==> config.mk <==
export PLATFORM = sky130hd
export DESIGN_NAME = regfile_write_ctrl
export DESIGN_NICKNAME = d
export VERILOG_FILES = /design/src/rtl/regfile_pkg.sv /design/src/rtl/rr_arb2.sv /design/src/rtl/regfile_write_ctrl.sv
export SDC_FILE = /design/constraint.sdc
export NUM_CORES = 1
export LEC_CHECK = 0
export CAP_MARGIN = 20
export CORE_MARGIN = 3
export CORE_UTILIZATION = 35
export DETAILED_ROUTE_END_ITERATION = 6
export PLACE_DENSITY = 0.7
export REMOVE_ABC_BUFFERS = 1
export SLEW_MARGIN = 15
export SYNTH_ARGS = -nofsm -noshare
export SYNTH_HDL_FRONTEND = slang
export SYNTH_HIERARCHICAL = 1
export SYNTH_SLANG_ARGS = --single-unit
export TNS_END_PERCENT = 1
==> constraint.sdc <==
create_clock -name i_clk -period 1.89 [get_ports i_clk]
set_clock_uncertainty 0.1 [all_clocks]
set_input_delay 0.567 -clock i_clk [delete_from_list [all_inputs] [get_ports i_clk]]
set_output_delay 0.567 -clock i_clk [all_outputs]
set_load 0.01 [all_outputs]
==> src/rtl/regfile_pkg.sv <==
// regfile_pkg: shared widths, controller state encoding and port-select type for the register file write path.
package regfile_pkg;
  localparam int DEF_DATA_W = 8;
  localparam int DEF_ADDR_W = 3;
  typedef enum logic {CLR = 1'b0, RUN = 1'b1} state_t;
  typedef enum logic {PORT_A = 1'b0, PORT_B = 1'b1} port_t;
endpackage

==> src/rtl/rr_arb2.sv <==
// rr_arb2: two-input round-robin arbiter; the pointer only advances when both ports contend.
module rr_arb2
  import regfile_pkg::*;
(
  input  logic  i_a_req,
  input  logic  i_b_req,
  input  port_t i_ptr,
  output logic  o_gnt,
  output port_t o_sel,
  output port_t o_ptr_nxt
);
  logic w_both;
  assign w_both    = i_a_req && i_b_req;
  assign o_gnt     = i_a_req || i_b_req;
  assign o_sel     = w_both ? i_ptr : (i_a_req ? PORT_A : PORT_B);
  assign o_ptr_nxt = w_both ? (i_ptr == PORT_A ? PORT_B : PORT_A) : i_ptr;
endmodule

==> src/rtl/regfile_write_ctrl.sv <==
// regfile_write_ctrl: shares the register file write port between two requesters and runs a zero-clear
// sequence after reset or on command.
module regfile_write_ctrl
  import regfile_pkg::*;
#(
  parameter int DATA_W = DEF_DATA_W,
  parameter int ADDR_W = DEF_ADDR_W,
  parameter int NREGS  = 2 ** ADDR_W
) (
  input  logic              i_clk,
  input  logic              i_reset_n,
  input  logic              i_clear,
  input  logic              i_a_req,
  input  logic [ADDR_W-1:0] i_a_addr,
  input  logic [DATA_W-1:0] i_a_data,
  output logic              o_a_gnt,
  input  logic              i_b_req,
  input  logic [ADDR_W-1:0] i_b_addr,
  input  logic [DATA_W-1:0] i_b_data,
  output logic              o_b_gnt,
  output logic              o_wr_en,
  output logic [ADDR_W-1:0] o_wr_addr,
  output logic [DATA_W-1:0] o_wr_data,
  output logic              o_busy
);
  state_t            r_state;
  port_t             r_ptr;
  logic [ADDR_W-1:0] r_cnt;
  logic              r_wr_en, r_a_gnt, r_b_gnt;
  logic [ADDR_W-1:0] r_wr_addr;
  logic [DATA_W-1:0] r_wr_data;
  logic              w_gnt;
  port_t             w_sel, w_ptr_nxt;
  rr_arb2 u_arb (
    .i_a_req  (i_a_req),
    .i_b_req  (i_b_req),
    .i_ptr    (r_ptr),
    .o_gnt    (w_gnt),
    .o_sel    (w_sel),
    .o_ptr_nxt(w_ptr_nxt)
  );
  // CLEAR is only looked at in RUN, so a clear in progress never restarts.
  always_ff @(posedge i_clk) begin
    if (!i_reset_n) begin
      r_state   <= CLR;
      r_cnt     <= '0;
      r_ptr     <= PORT_A;
      r_wr_en   <= 1'b0;
      r_wr_addr <= '0;
      r_wr_data <= '0;
      r_a_gnt   <= 1'b0;
      r_b_gnt   <= 1'b0;
    end else begin
      r_a_gnt <= 1'b0;
      r_b_gnt <= 1'b0;
      if (r_state == CLR) begin
        r_wr_en   <= 1'b1;
        r_wr_addr <= r_cnt;
        r_wr_data <= '0;
        r_cnt     <= r_cnt + 1'b1;
        if (r_cnt == ADDR_W'(NREGS - 1)) begin
          r_state <= RUN;
          r_cnt   <= '0;
        end
      end else if (i_clear) begin
        r_state <= CLR;
        r_wr_en <= 1'b0;
      end else begin
        r_wr_en <= w_gnt;
        if (w_gnt) begin
          r_wr_addr <= (w_sel == PORT_B) ? i_b_addr : i_a_addr;
          r_wr_data <= (w_sel == PORT_B) ? i_b_data : i_a_data;
          r_a_gnt   <= (w_sel == PORT_A);
          r_b_gnt   <= (w_sel == PORT_B);
          r_ptr     <= w_ptr_nxt;
        end
      end
    end
  end
  assign o_wr_en   = r_wr_en;
  assign o_wr_addr = r_wr_addr;
  assign o_wr_data = r_wr_data;
  assign o_a_gnt   = r_a_gnt;
  assign o_b_gnt   = r_b_gnt;
  assign o_busy    = (r_state == CLR);
endmodule

* Word-level counts from Yosys, hierarchy flattened
Index checks and enable logic that the tools add are counted.
** Word-level totals
- Output and inout bits :: 15
- Memories :: 0
- Register bits :: 19
- ROM bits :: 0
- Latch bits :: 0
- Memory bits (writable) :: 0
- Logic and storage cells :: 38
- Input port bits :: 27
** Operators by class
- Bitwise logic cells :: 5
- Multipliers :: 0
- Muxes and demuxes :: 14
- Equality and inequality tests :: 3
- Reductions and logical operators :: 7
- Order comparisons :: 0
- Add/subtract/negate cells :: 1
- Divide/modulo/power cells :: 0
- Shift-type cells :: 0
** Operators by type and width (count)
- $mux W3 :: 5
- $mux W1 :: 8
- $mux W8 :: 1
- $reduce_and A2 Y1 :: 3
- $not A1 Y1 :: 5
- $reduce_and A4 Y1 :: 1
- $reduce_or A4 Y1 :: 1
- $add A3 B1 Y3 const B :: 1
- $eq A3 B3 Y1 const B :: 1
- $ne A2 B1 Y1 const B :: 1
- $ne A2 B2 Y1 const B :: 1
- $logic_and A1 B1 Y1 :: 1
- $logic_or A1 B1 Y1 :: 1

* Longest topological paths before layout
Gate-level depths: netlist of run 1.
- Word-level depth :: 6
- Gate-level depth with buffers :: 6
- Mapped depth without buffers :: 5

* Cells and area by module
The synthesis of run 1 kept the hierarchy.
** Modules (own cells, without submodules)
- regfile_write_ctrl :: area an instance 872.1 sq um, instances 1, sequential area each 380.4 sq um, cells an instance 86
- rr_arb2 :: area an instance 26.3 sq um, instances 1, sequential area each 0.0 sq um, cells an instance 5

* Worst setup path after synthesis of run 1
OpenSTA, ideal clock, no wires.
- Path kind :: input-to-reg
- Start point :: input port i_b_req
- End point :: register r_wr_addr[0] (netlist: o_wr_addr[0])
- Stages on the path :: 5
- Data required time :: 1.666 ns
- Arrival time :: 1.207 ns
- Setup time :: 0.124 ns
- Buffers on the path :: 1
- Setup slack :: 0.459 ns
- Path through :: or2_1 -> nor2b_4 -> buf_6 -> o2111ai_1 -> a21boi_1
** Between the ends
- Word-level cells in the longest chain between the ends :: 6
- Elaborated cells between the ends (all ways) :: 9
- Those cells by class :: eq/ne (1); mux (5); reduce/logical (3)
** RTL lines
- start: declaration :: RTL line regfile_write_ctrl.sv:17 : input logic i_b_req,
- $logic_and A1 B1 Y1 :: RTL line rr_arb2.sv:13 : assign w_both = i_a_req && i_b_req;
- $mux W1 :: RTL line rr_arb2.sv:15 : assign o_sel = w_both ? i_ptr : (i_a_req ? PORT_A : PORT_B);
- $mux W3 :: RTL line regfile_write_ctrl.sv:71 : r_wr_addr <= (w_sel == PORT_B) ? i_b_addr : i_a_addr;
- $mux W3 :: RTL line regfile_write_ctrl.sv:70 : if (w_gnt) begin
- $mux W3 :: RTL line regfile_write_ctrl.sv:65 : end else if (i_clear) begin
- $mux W3 :: RTL line regfile_write_ctrl.sv:56 : if (r_state == CLR) begin
- end signal: assignment :: RTL line regfile_write_ctrl.sv:58 : r_wr_addr <= r_cnt;
- end signal: assignment :: RTL line regfile_write_ctrl.sv:71
- end: declaration :: RTL line regfile_write_ctrl.sv:30 : logic [ADDR_W-1:0] r_wr_addr;
Parallel ways exist; a longest one is shown, timed or not. The select of a mux whose other input is x is not followed.
A chain may end at the register's enable or synchronous reset.

* Worst setup path in the final report of run 1
- Start point :: register r_wr_data[5] (netlist: o_wr_data[5])
- End point :: output port o_wr_data[5]
** RTL lines
- start: declaration :: RTL line regfile_write_ctrl.sv:31 : logic [DATA_W-1:0] r_wr_data;
- start signal: assignment :: RTL line regfile_write_ctrl.sv:72 : r_wr_data <= (w_sel == PORT_B) ? i_b_data : i_a_data;
- end: declaration :: RTL line regfile_write_ctrl.sv:23 : output logic [DATA_W-1:0] o_wr_data,
No word-level cell between the ends.

==> summary.md, run 1 <==
| Metric | Value |
|---|---|
| Hold-fix buffer count after cts | `0` |
| Delay-heaviest family, CP | `buffers and inverters` |
| Post-synth top area share | `42.3%` |
| Crit path max fanout | `2` |
| Number of detailed-route iterations in the first pass | `1` |
| Outcome | `finished, final reports clean` |
| CTS tree | `done` |
| H-tree Lvls | `1` |
| Initial Util | `38.7%` |
| Antenna diode count | `0` |
| Post-DRT Antenna Nets | `0` |
| Dpl hpwl | `1.64 mm` |
| TritonCTS buffer count | `3` |
| Shortest period the worst path allows | `1.84 ns` |
| Buf/Inv on CP | `1` |
| Die height | `56.7 um` |
| Lkg Pwr | `0.624 nW` |
| Crit. path cell count | `1` |
| Power Dens Cells | `560 nW/um^2` |
| Synthesized area per cell | `between 9 and 10 um^2` |
| Final core occ | `between 60% and 70%` |
| Fmax | `around 540 MHz` |
| Vias in the first global route | `808` |
| Synth area leaders | `dfxtp_1 (42%), mux2i_1 (11%), a211oi_1 (6.7%)` |
| Worst VDD drop | `0.334 mV` |
| I/O Pins | `42` |
| Hold_ws | `0.406 ns` |
| Cell Area, Synth | `around 900 um^2` |
| Reg-to-reg slack, setup | `approximately 0.6 ns` |
| Placeable Area | `2320 um^2` |
| Crit path DAT | `approximately 1.2 ns` |
| Die area | `around 3200 um^2` |
| Startpoint types | `flop` |
| DR WL/cell | `12.8 um` |
| Crit-path max cell delay | `approximately 0.54 ns` |
| Worst reg2reg path startpoint | `r_ptr` |
| Die Wd | `56.7 um` |
| Hold_sp | `o_wr_data[3]` |
| Layout cells sized above 1 | `11.0%` |
| RSZ-0062 raised after global routing | `false` |
| CTS Sinks | `19` |
| Cells after Synth | `91` |
| GRT overflow | `0` |
| Remaining DRCs | `0` |
| Via count | `800` |
| Routability Congestion | `0.700` |
| Place WS | `-0.106 ns` |
| Relative slew slack | `83.5%` |
| Seq/Total Area, Yosys | `42.3%` |
| Clk slew on worst S/H paths | `0.10 ns` |
| Final WS setup | `about 0.046 ns` |
| Seq cells post-synth | `19` |
| Fillers | `221` |
| # setup viols final | `0` |
| Slowest-stage cell, CP | `clkdlybuf4s50_1` |
| CTS Buffer Depth | `2` |
| Critical path, cell by cell | `clkdlybuf4s50_1` |
| Hold Path Class | `reg2reg` |
| Critical path type | `reg2out` |
| Reg-to-reg endpoint | `o_wr_data[1]` |
| Port Buffers | `41` |
| Global-route wire length before repair | `3.54 mm` |
| Worst setup EP type | `primary output` |
| Vias per cell | `slightly below 5` |
| Initial DRC count | `0` |
| Hold path depth | `2` |
| Num rows | `17` |
| CTS root buffer | `clkbuf_4` |
| Slew @ Worst Pin | `roughly 0.25 ns` |
| Synth Warn # | `6` |
| Final Slew Violations | `0` |
| Worst skew pair latency | `a little under 0.3 ns` |
| Total GRT Usage | `14.1%` |
| R2R depth | `5` |
| WL final | `roughly 2.1 mm` |
| Final worst path period share | `approximately 100%` |
| Max cap viols | `0` |
| Synth cell types | `26` |
| Required time of the worst setup path | `roughly 1.2 ns` |
| Final hold vios | `0` |
| Worst hold endpoint | `o_wr_data[3]` |
| Pin count of the biggest net entering global routing | `24` |
| Area delta synth->final | `55.2%` |
| Setup TNS | `0 ns` |
| Post-CTS setup buffer count | `0` |
| Layout Nets | `166` |
| Tot Pwr | `0.000781 W` |
| Cell taking the most area after synthesis | `dfxtp_1` |
| Initial antenna violation count | `0` |
[state kept, by name (all words and copies together) (netlist names)]
signal	count
o_b_gnt	1
o_wr_addr	3
r_state	1
o_wr_data	8
r_cnt	3
r_ptr	1
o_a_gnt	1
o_wr_en	1
[power breakdown]
part           total [W]  switching [W]  internal, W
registers       0.000420     0.00000765     0.000412
clock network   0.000206       0.000124    0.0000821
logic           0.000155      0.0000553    0.0000998
total           0.000781       0.000187     0.000594
[layer usage]
layer  wire length (um)  GRT usage [%]  up-vias
li1                   -              -      412
met1                893           16.8      364
met2               1070           23.9       20
met3                111           2.53        4
met4                 34           7.12        0
met5                  0              0        -
[worst max path at each step]
stage                 startpoint      endpoint
finish              o_wr_data[5]  o_wr_data[5]
global route        o_wr_data[3]  o_wr_data[3]
CTS                 o_wr_data[4]  o_wr_data[4]
detailed placement       i_b_req  o_wr_data[1]
global placement         i_b_req  o_wr_data[1]
floorplan                i_b_req  o_wr_addr[0]
[per-stage QoR]
stage | area [um^2] | cells
after detailed placement | 1360 | 160
after CTS | 1380 | 164
after floorplan | 841 | 85
after global routing | 1390 | 164
final | 1390 | 164
after global placement | 1360 | 160
[cell type report]
| type | count | area [um^2] | share of cell area (%) |
|---|---|---|---|
| clock buffer | 4 | 26.3 | 1.89 |
| tap | 28 | 35.0 | 2.51 |
| multi-input combinational | 64 | 453 | 32.5 |
| timing repair buffer | 47 | 492 | 35.3 |
| inverter | 2 | 7.51 | 0.539 |
| sequential | 19 | 380 | 27.3 |
[cell usage in the layout, fill, tap and decap left out]
cell type	synthesis	final
ha_1	2	2
nand3_1	1	1
or2b_2	1	1
a2bb2oi_1	3	3
dlymetal6s2s_1	0	5
xnor2_1	1	1
a21boi_0	2	2
nor2b_1	3	3
nor3_1	3	3
clkbuf_4	0	3
o21ai_0	1	1
nand2_1	7	7
nor2b_4	1	1
dfxtp_1	19	19
clkbuf_1	0	1
or2_1	1	1
clkdlybuf4s50_1	0	35
a21boi_1	3	3
buf_12	0	2
nand2_2	1	1
nor2_1	8	8
or2_2	3	3
a211oi_1	8	8
mux2i_1	10	10
a21oi_1	1	1
inv_1	2	2
buf_4	1	4
o211a_1	1	1
dlygate4sd2_1	0	1
o2111ai_1	3	3
[what timing repair did]
item	CTS	global route
endpoints found under the hold margin	0	0
gates cloned	0	0
resized for setup	1	5
endpoints found under the setup margin	1	5
[Yosys cell counts, drive strengths merged]
cell	instances
nand2	8
dfxtp	19
a21oi	1
a2bb2oi	3
a211oi	8
inv	2
o211a	1
or2b	1
ha	2
nand3	1
buf	6
o21ai	1
xnor2	1
nor3	3
a21boi	5
nor2b	4
mux2i	10
or2	4
o2111ai	3
nor2	8
[cell families after synthesis]
group                      count (synthesis)  synth area share, %
muxes                                     10                 11.1
DFF                                       19                 42.3
buffers and inverters                      8                 7.24
and+or+nand+nor                           29                 16.6
adders and majority gates                  2                 2.79
AOI/OAI and AO/OA                         22                 18.9
xor gates and xnor gates                   1                0.975
Power figures use the tool's default switching activity.
==> run 2: changes to the inputs <==
CORE_UTILIZATION = 43   (was 35)
PLACE_DENSITY = 0.83   (was 0.7)
==> summary.md, run 2 (synthesis gave the netlist of run 1 again) <==
| Metric | Value |
|---|---|
| Outcome | `finished, final reports clean` |
| Antenna diode count | `0 (unchanged)` |
| CTS tree | `done` |
| Part of the power in combinational logic | `20.4% (+0.5 points)` |
| Vias per cell | `5.09 (+4.4%)` |
| Fmax | `548 MHz (+1.0%)` |
| Crit path DAT | `1.16 ns (-0.02 ns)` |
| Clock power share | `26.1% (-0.3 points)` |
| Hold-fix buffer count after cts | `0 (unchanged)` |
| Crit path max fanout | `1 (-1)` |
| Switching share of power | `24.5% (+0.55 points)` |
| Buf/Inv on CP | `1 (unchanged)` |
| Final Slew Violations | `0 (unchanged)` |
| RSZ-0062 raised after global routing | `false` |
| Required time of the worst setup path | `1.22 ns (about the same)` |
| TritonCTS buffer count | `3 (unchanged)` |
| Layout Nets | `167 (+0.60%)` |
| H-tree Lvls | `1 (unchanged)` |
| Global-route wire length before repair | `4.00 mm (+13%)` |
| Die area | `2670 um^2 (-17%)` |
| Critical path type | `reg2out` |
| Critical path, cell by cell | `clkdlybuf4s50_1` |
| Shortest period the worst path allows | `1.83 ns (-0.0188 ns)` |
| Vias in the first global route | `859 (+6.3%)` |
| Internal power | `0.000593 W (-0.23%)` |
| CTS Buffer Depth | `2 (unchanged)` |
| Most common cell after layout, fill and taps aside | `clkdlybuf4s50_1` |
| CTS root buffer | `clkbuf_4` |
| Clk slew on worst S/H paths | `0.11 ns (about the same)` |
| Power Dens Cells | `555 nW/um^2 (-0.92%)` |
| Final worst path period share | `96.6% (-0.99 points)` |
| Relative slew slack | `83.0% (-0.46 points)` |
| Most frequent cells in the layout | `clkdlybuf4s50_1 (29), dfxtp_1 (19), dlymetal6s2s_1 (11)` |
| Die height | `51.7 um (-8.8%)` |
| Layout cells sized above 1 | `12.4% (+1.4 points)` |
| Routability Congestion | `0.723 (+3.3%)` |
| Total GRT Usage | `20.2% (+6.1 points)` |
| WL final | `2.35 mm (+11%)` |
| Slew @ Worst Pin | `0.254 ns (+0.00684 ns)` |
| Crit-path max cell delay | `0.53 ns (about the same)` |
| Worst VDD drop | `0.394 mV (+18%)` |
| Die Wd | `51.7 um (-8.8%)` |
| Via count | `825 (+3.1%)` |
| Initial antenna violation count | `0 (unchanged)` |
| I/O Pins | `42 (unchanged)` |
| Area delta synth->final | `57.4%` |
| Dpl hpwl | `1.85 mm (+13%)` |
| Initial Util | `48.8% (+10 points)` |
| # setup viols final | `0 (unchanged)` |
| Worst setup EP type | `primary output` |
| Final core occ | `76.9% (+17 points)` |
| Port Buffers | `41 (unchanged)` |
| Slowest-stage cell, CP | `clkdlybuf4s50_1` |
| Fillers | `137 (-38%)` |
| Max cap viols | `0 (unchanged)` |
| DR WL/cell | `14.5 um (+13%)` |
| Largest register FFs | `8 (unchanged)` |
| Startpoint types | `flop` |
| DP Cell Count | `158 (-1.3%)` |
| Sequential share of power | `53.5% (-0.2 points)` |
| Worst skew pair latency | `0.30 ns (about the same)` |
| CTS Sinks | `19 (unchanged)` |
| Delay-heaviest family, CP | `buffers and inverters` |
| Post-DRT Antenna Nets | `0 (unchanged)` |
| Non-Filler Instances | `162 (-1.2%)` |
| Remaining DRCs | `0 (unchanged)` |
| Pin count of the biggest net entering global routing | `24 (unchanged)` |
| Placeable Area | `1840 um^2 (-21%)` |
| Number of detailed-route iterations in the first pass | `4 (+3)` |
| Reg-to-reg slack, setup | `0.52 ns (-0.07 ns)` |
| Initial DRC count | `15 (+15)` |
| NetSw | `0.000192 W (+2.8%)` |
| Lkg Pwr | `0.743 nW (+19%)` |
| Hold Path Class | `reg2reg` |
| Final hold vios | `0 (unchanged)` |
| Num rows | `15 (-2)` |
| GRT overflow | `0 (unchanged)` |
==> run 2: cell types whose count changed in the layout (fill, tap and decap cells not counted) <==
cell,before,now
buf_4,4,5
clkbuf_1,1,0
clkdlybuf4s50_1,35,29
clkinv_2,0,1
dlymetal6s2s_1,5,11
==> run 2: per-layer routing <==
layer,global-route usage [%],part of all wire [%],vias to the layer above
met2,36.2,54,21
met4,10.5,1.7,0
met1,23.7,41,384
met3,1.72,3.6,4
li1,-,-,416
met5,0,0,-
==> run 2: power by group through the flow <==
stage          Clock, W  Combinational, W  Sequential (W)
6_report       0.000205          0.000160        0.000420
5_1_grt        0.000232          0.000174        0.000422
3_5_place_dp          0          0.000161        0.000429
2_1_floorplan         0         0.0000578        0.000431
3_3_place_gp          0          0.000155        0.000429
4_1_cts        0.000216          0.000162        0.000420
==> run 2: what timing repair did <==
item,CTS,global route
pin swaps,0,0
setup endpoints to repair,1,11
setup buffers,0,0
cloned,0,0
resized for setup,1,11
==> run 2: final cells by class <==
class | instances | area [um^2] | share of cell area (%)
Timing Repair Buffer | 48 | 514 | 36.4
Multi-Input combinational cell | 64 | 453 | 32.0
Sequential cell | 19 | 380 | 26.9
Tap cell | 25 | 31.3 | 2.21
Clock buffer | 3 | 22.5 | 1.59
Inverter | 2 | 7.51 | 0.531
Clock inverter | 1 | 5.00 | 0.354
==> run 2: per-stage QoR <==
step	setup slack [ns]	instance area, um^2	power, W	setup TNS, ns	hold WS, ns
floorplan	0.267	841	0.000489	0	0.383
global placement	-0.0891	1360	0.000584	-0.768	0.387
detailed placement	-0.136	1360	0.000591	-1.48	0.390
CTS	0.00605	1390	0.000799	0	0.405
global route	0.0145	1410	0.000829	0	0.441
finish	0.0650	1410	0.000785	0	0.400
==> run 2: path summary, 6_finish.rpt <==
check                                  start            to  depth (start not counted)
worst min-delay path            o_wr_data[7]  o_wr_data[7]                          2
worst max-delay path                 o_b_gnt       o_b_gnt                          1
worst min register to register  o_wr_data[7]  o_wr_data[7]                          2
worst max register to register         r_ptr  o_wr_data[2]                          5
==> run 3: changes to the inputs <==
RECOVER_POWER = 50   (was not set)
==> summary.md, run 3 (synthesis gave the netlist of run 1 again) <==
| Metric | Value |
|---|---|
| Outcome | `finished, final reports clean` |
| H-tree Lvls | `1 (unchanged)` |
| Final worst path period share | `96.5% (about the same)` |
| Shortest period the worst path allows | `1.82 ns (-0.000464 ns)` |
| Vias per cell | `5.10 (+0.12%)` |
| CTS tree | `done` |
| Place WS | `-0.136 ns (unchanged)` |
| Buf/Inv on CP | `1 (unchanged)` |
| # setup viols final | `0 (unchanged)` |
| I/O Pins | `42 (unchanged)` |
| Power Dens Cells | `566 nW/um^2 (+2.0%)` |
| Vias in the first global route | `859 (unchanged)` |
| Via count | `826 (+0.12%)` |
| Most frequent cells in the layout | `clkdlybuf4s50_1 (28), dfxtp_1 (19), clkdlybuf4s25_1 (11)` |
| Cell area after layout | `1380 um^2 (-2.2%)` |
| Worst setup EP type | `primary output` |
| Most common cell after layout, fill and taps aside | `clkdlybuf4s50_1` |
| Worst skew pair latency | `0.30 ns (about the same)` |
| Initial Util | `48.8% (unchanged)` |
| Delay-heaviest family, CP | `buffers and inverters` |
| Die area | `2670 um^2 (unchanged)` |
| Critical path type | `reg2out` |
| Startpoint types | `flop` |
| Critical path, cell by cell | `clkdlybuf4s50_1` |
| Final hold vios | `0 (unchanged)` |
| Relative slew slack | `79.9% (-3.1 points)` |
| Slew @ Worst Pin | `0.301 ns (+0.0471 ns)` |
| Final Slew Violations | `0 (unchanged)` |
| GRT overflow | `0 (unchanged)` |
| Required time of the worst setup path | `1.22 ns (about the same)` |
| Post-DRT Antenna Nets | `0 (unchanged)` |
| CTS Sinks | `19 (unchanged)` |
| Largest register FFs | `8 (unchanged)` |
| Initial antenna violation count | `0 (unchanged)` |
| Lkg Pwr | `0.532 nW (-28%)` |
| CTS Buffer Depth | `2 (unchanged)` |
| DP Area | `1360 um^2 (unchanged)` |
| Non-Filler Instances | `162 (unchanged)` |
| Placeable Area | `1840 um^2 (unchanged)` |
| Remaining DRCs | `0 (unchanged)` |
| Crit path max fanout | `1 (unchanged)` |
| Slowest-stage cell, CP | `clkdlybuf4s50_1` |
| RSZ-0062 raised after global routing | `false` |
| Final core occ | `75.2% (-1.7 points)` |
| Num rows | `15 (unchanged)` |
| Final WS setup | `0.0655 ns (+0.000464 ns)` |
| Port Buffers | `41 (unchanged)` |
| Worst VDD drop | `0.397 mV (+0.65%)` |
| Crit path DAT | `1.16 ns (about the same)` |
| TritonCTS buffer count | `3 (unchanged)` |
| Max cap viols | `0 (unchanged)` |
| Hold Path Class | `reg2reg` |
| Pin count of the biggest net entering global routing | `24 (unchanged)` |
| Antenna diode count | `0 (unchanged)` |
| Layout cells sized above 1 | `11.7% (-0.73 points)` |
| DR WL/cell | `14.4 um (-0.72%)` |
| Fillers | `142 (+3.6%)` |
| Layout Nets | `167 (unchanged)` |
| Die Wd | `51.7 um (unchanged)` |
| Clk slew on worst S/H paths | `0.11 ns (about the same)` |
| Crit-path max cell delay | `0.53 ns (about the same)` |
| WL final | `2.33 mm (-0.72%)` |
| Routability Congestion | `0.723 (unchanged)` |
| Number of detailed-route iterations in the first pass | `4 (unchanged)` |
| Fmax | `548 MHz (about the same)` |
| CTS root buffer | `clkbuf_4` |
| Dpl hpwl | `1.85 mm (unchanged)` |
| Initial DRC count | `16 (+1)` |
| DP Cell Count | `158 (unchanged)` |
| Hold_ws | `0.403 ns (+0.00314 ns)` |
| Global-route wire length before repair | `4.00 mm (unchanged)` |
| Total GRT Usage | `20.2% (unchanged)` |
| Die height | `51.7 um (unchanged)` |
| Area delta synth->final | `53.9%` |
| Post-CTS setup buffer count | `0 (unchanged)` |
run 3: cell types whose count changed in the layout (fill, tap and decap cells not counted):
cell	previous run	this run
clkbuf_1	0	1
dlymetal6s2s_1	11	0
buf_4	5	4
or2_1	1	0
clkdlybuf4s25_1	0	11
or2_0	0	1
dlygate4sd3_1	0	1
clkdlybuf4s50_1	29	28
run 3: what timing repair did:
item | 4_1_cts | 5_1_grt
endpoints found under the setup margin | 1 | 11
hold buffers | 0 | 0
gates cloned | 0 | 0
resized for setup | 1 | 11
run 3: worst register-to-register path: cells and delay by family, from the launching register on:
| family | cells | cell delay [ns] |
|---|---|---|
| muxes | 1 | 0.08 |
| buffers and inverters | 1 | 0.17 |
| AOI/OAI and AO/OA | 1 | 0.24 |
| and+or+nand+nor | 2 | 0.28 |
| DFF | 1 | 0.39 |
run 3: where the power goes:
part           total, W  leakage (nW)  internal, W  switching [W]
clock network  0.000205        0.0177    0.0000789       0.000126
registers      0.000420         0.154     0.000412     0.00000792
logic          0.000158         0.360    0.0000999      0.0000581
run 3: worst paths after layout:
check / from / endpoint / slack [ns] / depth (start not counted)
hold reg to reg: o_wr_data[7] / o_wr_data[7] / 0.40 / 2
hold / removal: o_wr_data[7] / o_wr_data[7] / 0.40 / 2
setup reg to reg: r_ptr / o_wr_data[2] / 0.53 / 5
setup / recovery: o_b_gnt / o_b_gnt / 0.07 / 1
run 3: per-stage QoR:
stage,total power [W],setup TNS [ns]
final,0.000783,0
after global routing,0.000827,0
after CTS,0.000799,0
after detailed placement,0.000591,-1.48
after global placement,0.000584,-0.768
after floorplan,0.000489,0
run 3: cell type report:
class                      count  area [um^2]  share of cell area [%]
multi-input combinational     64          453                    32.8
sequential                    19          380                    27.5
clock buffer                   3         22.5                    1.63
inverter                       2         7.51                   0.543
clock inverter                 1         5.00                   0.362
timing repair buffer          48          483                    34.9
tap                           25         31.3                    2.26
run 3: routing by layer:
| layer | track usage, % | part of all wire [%] | vias up | routed length (um) |
|---|---|---|---|---|
| li1 | - | - | 413 | - |
| met1 | 23.7 | 41 | 384 | 950 |
| met2 | 36.2 | 54 | 25 | 1250 |
| met3 | 1.72 | 3.8 | 4 | 89 |
| met4 | 10.5 | 1.7 | 0 | 40 |
| met5 | 0 | 0 | - | 0 |
